<file path="config.mk">
export PLATFORM = sky130hd
export DESIGN_NAME = mac_relu_unit
export DESIGN_NICKNAME = d
export VERILOG_FILES = /design/src/rtl/mac_relu_unit.sv
export SDC_FILE = /design/constraint.sdc
export NUM_CORES = 1
export LEC_CHECK = 0
export CAP_MARGIN = 20
export CELL_PAD_IN_SITES_DETAIL_PLACEMENT = 1
export CELL_PAD_IN_SITES_GLOBAL_PLACEMENT = 1
export CORE_MARGIN = 3
export CORE_UTILIZATION = 40
export DETAILED_ROUTE_END_ITERATION = 8
export PLACE_DENSITY_LB_ADDON = 0.2
export RECOVER_POWER = 25
export SYNTH_ARGS = -nofsm -noshare
export SYNTH_HDL_FRONTEND = slang
export SYNTH_SLANG_ARGS = --single-unit
</file>
<file path="constraint.sdc">
create_clock -name clk -period 8.3 [get_ports clk]
set_input_delay 1.66 -clock clk [delete_from_list [all_inputs] [get_ports clk]]
set_output_delay 1.66 -clock clk [all_outputs]
set_load 0.03 [all_outputs]
</file>
<file path="src/rtl/mac_relu_unit.sv">
// Two-stage signed multiply-accumulate with a combinational ReLU on the running sum.
// Stage 1 registers the product with a valid bit; stage 2 folds it into the accumulator.
module mac_relu_unit #(
    parameter int OP_W  = 16,
    parameter int ACC_W = 32
) (
    input  logic                    clk,
    input  logic                    rst_n,
    input  logic                    clr,
    input  logic                    en,
    input  logic signed [OP_W-1:0]  a,
    input  logic signed [OP_W-1:0]  b,
    output logic signed [ACC_W-1:0] acc,
    output logic signed [ACC_W-1:0] relu_out
);

    logic signed [2*OP_W-1:0] prod;
    logic signed [ACC_W-1:0]  prod_fit;
    logic signed [ACC_W-1:0]  p1;
    logic                     v1;

    // Sized casts of signed values sign-extend or truncate to fit the accumulator.
    assign prod     = (2*OP_W)'(a) * (2*OP_W)'(b);
    assign prod_fit = ACC_W'(prod);

    always_ff @(posedge clk or negedge rst_n) begin
        if (!rst_n) begin
            p1  <= '0;
            v1  <= 1'b0;
            acc <= '0;
        end else if (clr) begin
            v1  <= 1'b0;
            acc <= '0;
        end else begin
            v1 <= en;
            if (en) begin
                p1 <= prod_fit;
            end
            if (v1) begin
                acc <= acc + p1;
            end
        end
    end

    assign relu_out = acc[ACC_W-1] ? '0 : acc;

endmodule

</file>
# ---- Word level (Yosys, flattened, before mapping)
# Cells that the tools add are included.
dict set report op_classes {
  n_addsub 1
  n_mul 1
  div_mod_pow 0
  magnitude_cmp 0
  eq_ne 0
  shifts 0
  n_mux 4
  bitwise_logic 1
  reduce_logical 2
}
# operator count
set ops {}
lappend ops {{$mux 32} 2}
lappend ops {{$add 32x32->32} 1}
lappend ops {{$mul 16x16->32} 1}
lappend ops {{$mux 31} 1}
lappend ops {{$reduce_and 2->1} 1}
lappend ops {{$reduce_bool 2->1} 1}
lappend ops {{$mux 1} 1}
lappend ops {{$not 1->1} 1}
dict set report totals {
  register_bits 65
  latch_bits 0
  ramBits 0
  rom_bits 0
  n_memories 0
}

# ---- Depth between registers and ports, before layout
dict set report logic_depth {
  word_depth 3
  mapped_depth 23
  ltp_nobuf 22
}

# ---- Worst setup path before layout
# No wires, ideal clock.
dict set report synth_timing {
  kind {input to register}
  start {in a[15]}
  end {reg p1[30]}
  arrival_time_ps 7152
  slack_ps 1079
  cell_stages 18
  path_cell_list {clkbuf_1 -> nand2_1 -> fa_1 -> inv_1 -> fa_1 -> fa_1 -> fa_1 -> fa_1 -> inv_1 -> fa_1 -> inv_1 -> ha_1 -> a21o_1 -> a21o_1 -> o31ai_1 -> a31oi_4 -> or4_1 -> nand3_1}
}
dict set report synth_between {
  elab_chain_cells 1
}
# element line_no
set synth_lines {}
lappend synth_lines {{start: declaration} 11} ;# input logic signed [OP_W-1:0] a,
lappend synth_lines {{$mul 16x16->32} 23} ;# assign prod = (2*OP_W)'(a) * (2*OP_W)'(b);
lappend synth_lines {{end signal: assignment} 37} ;# p1 <= prod_fit;
lappend synth_lines {{end: declaration} 19} ;# logic signed [ACC_W-1:0] p1;
# No other way between the ends.
# A chain may end at the register's enable or synchronous reset.

# ---- Worst setup path after layout
dict set report layout_timing {
  start {in a[15]}
  end {reg p1[25]}
}
# Same word-level chain as after synthesis.

==> results.tsv <==
metric	value	unit
Max-slew headroom	-1.520	
Routed WL per cell	17.43	um
final setup violation count	0	
RSZ-0062 raised after global routing	no	
initial drt markers	331	
critical path arrival	7.99	ns
vias in the first global route	12370	
first-pass GRT wire length	63.45	mm
most frequent cells after synthesis	inv_1, fa_1, nand2_1, and2_1, ha_1	
Buffers on Ports	98	
Ys Warns	0	
GPL Wtd Cong	0.8475	
violated checks	capacitance limit, slew limit	
number of buffers created by CTS	9	
Initial DRT Pass Iterations	4	
Die Height	194.5	um
clk_skew	0.01095	ns
diode count	0	
HP Class	register to register	
H-tree Lvls	3	
post-synthesis register bit count	65	
EDFF count, synth	0	
clock period minus worst slack	7.822	ns
hold buffer count at cts	0	
effective utilization at floorplan	0.4085	
Die Wd	194.5	um
largest net degree at the start of global routing	66	
PostCTS Resize Cnt	0	
area grow syn2layout	14.12	%
Final HPWL DP	32.59	mm
outcome	complete, but fails checks	
CP Class	input pin to register	
num rows	68	
DRC	0	
Slew @ Worst Pin	3.779	ns
sequential area share after synthesis	0.1144	
Clock Path Buffers	2	
CTS tree	built	
Clock Pin Slew Worst Setup and Hold Paths	0.06	ns
setup_tns	0	ns
CTS sink count	65	
Net Count, Synth	1999	
max-cap viol count	1	
post-synth top area share	0.3704	
NumNets Final	2104	
Synth Instances	1587	
Final Cycle Share	0.9424	
Worst Path Required	8.47	ns
Top FF cell, synth	dfrtp_1	
cell taking the most area after synthesis	fa_1	
Worst setup EP type	register	
synth top area cells	fa_1, dfrtp_1, ha_1, inv_1, and2_1	
count leader, synth	inv_1	
IO Pins	100	
crit path max fanout	8	
mapped cell area	14210	um^2
Core Box Area	34800	um^2
GRT Overall Usage	0.2042	
Die ar.	37830	um^2
Slew Viols, Final	66	
Vias	11020	
layout cell share with drive strength beyond 1	0.05421	
Syn Area/Cell	8.956	um^2
CTS root buf	clkbuf_16	
total gr overflow	0	
final hold violations	0	
DRT Wirelength	37.50	mm
vias per cell	5.120	
CP startpoint kind	input pin	
Cell variety after synth	76	
asr flop ratio synth	1.000	
f_max	0.1279	GHz
Clock Latency Late Sink	0.34	ns
initial antenna violation count	0	
post-CTS setup buffer count	0	
Final ANT Viol Nets	0	
==> metal layers <==
metal  GRT usage  vias to the layer above  part of all wire
met5           0                        -                 0
met4     0.02926                        0            0.0090
met3     0.01248                       26             0.019
met2      0.3933                      110              0.55
met1      0.2566                     5748              0.42
li1            -                     5135                 -
==> layout make-up <==
class / instances / area [um^2]
Timing Repair Buffer: 148 / 1348
Inverter: 328 / 1231
Multi-Input combinational cell: 1140 / 11140
Clock buffer: 9 / 225.2
Sequential cell: 65 / 1627
Tap cell: 455 / 569.3
Clock inverter: 7 / 78.83
Fill cell: 4112 / 18580
==> critical path: stages <==
cell             delay (ns)
clkdlybuf4s50_1        0.60
nand2_1                0.20
inv_1                  0.10
fa_1                   0.71
fa_1                   0.50
fa_1                   0.50
fa_1                   0.51
fa_1                   0.49
inv_1                  0.05
fa_1                   0.48
inv_1                  0.04
ha_1                   0.30
a21oi_1                0.25
a21oi_1                0.13
a2111oi_0              0.42
o21ai_1                0.22
a31o_2                 0.27
a21oi_1                0.19
xor2_1                 0.25
o21ai_0                0.11
==> path summary, 6_finish.rpt <==
check	slack (ns)	end	from	cells past startpoint
worst max-delay path	0.48	p1[25]	a[15]	20
worst min-delay path	0.47	p1[0]	p1[0]	2
worst max register to register	5.17	acc[28]	acc[0]	10
worst min register to register	0.47	p1[0]	p1[0]	2
max in group asynchronous	3.45	p1[27]	rst_n	2
min in group asynchronous	2.73	acc[8]	rst_n	2
==> cell usage in the layout, fill, tap and decap left out, types with 4 or more instances in the layout <==
| cell type | synthesis | layout |
|---|---|---|
| clkdlybuf4s50_1 | 0 | 97 |
| a21oi_1 | 52 | 52 |
| ha_1 | 113 | 113 |
| nor2b_1 | 36 | 36 |
| a211o_1 | 4 | 4 |
| inv_1 | 326 | 326 |
| and3_1 | 8 | 8 |
| o211ai_1 | 5 | 5 |
| nand2b_1 | 14 | 14 |
| and2_1 | 123 | 123 |
| nand2_1 | 191 | 190 |
| mux2i_1 | 14 | 14 |
| a31o_2 | 4 | 4 |
| nor3b_1 | 7 | 7 |
| o21ai_0 | 48 | 48 |
| clkbuf_16 | 0 | 9 |
| nor3_1 | 11 | 11 |
| clkinv_4 | 0 | 4 |
| o31ai_1 | 8 | 8 |
| o21bai_1 | 6 | 6 |
| xor2_1 | 14 | 14 |
| nor2_1 | 54 | 54 |
| o211a_1 | 4 | 4 |
| o21a_1 | 10 | 10 |
| a21o_1 | 19 | 19 |
| or3_1 | 6 | 6 |
| a211oi_1 | 7 | 7 |
| fa_1 | 263 | 263 |
| xnor2_1 | 32 | 32 |
| dfrtp_1 | 65 | 65 |
| buf_4 | 1 | 49 |
| nand3_1 | 23 | 23 |
| or2_2 | 4 | 4 |
==> flip-flops by register name, indices dropped and copies added, names as in the netlist <==
| name | flops |
|---|---|
| acc | 32 |
| p1 | 32 |
| v1 | 1 |
==> through the flow <==
step             util  hold WS, ns  setup slack, ns  area [um^2]  cells
3_3_place_gp   0.4575       0.4610           0.3446        15920   2136
2_1_floorplan       -       0.4428            1.079        14210   1587
5_1_grt        0.4661       0.5127          0.04412        16220   2152
4_1_cts        0.4662       0.4804           0.4574        16220   2152
3_5_place_dp   0.4575       0.4659           0.1213        15920   2136
6_report       0.4661       0.4745           0.4784        16220   2152
==> kinds of logic after synthesis <==
| group | count (synthesis) | synth area share |
|---|---|---|
| adders and majority gates | 376 | 0.4699 |
| DFF | 65 | 0.1144 |
| and+or+nand+nor | 496 | 0.1746 |
| buffers and inverters | 382 | 0.1018 |
| AOI/OAI and AO/OA | 206 | 0.09991 |
| other | 1 | 0.0002638 |
| muxes | 15 | 0.01065 |
| xor gates and xnor gates | 46 | 0.02835 |
Power is not shown: default switching activity piles up to over one toggle a cycle in this logic, so the estimate is an artifact.
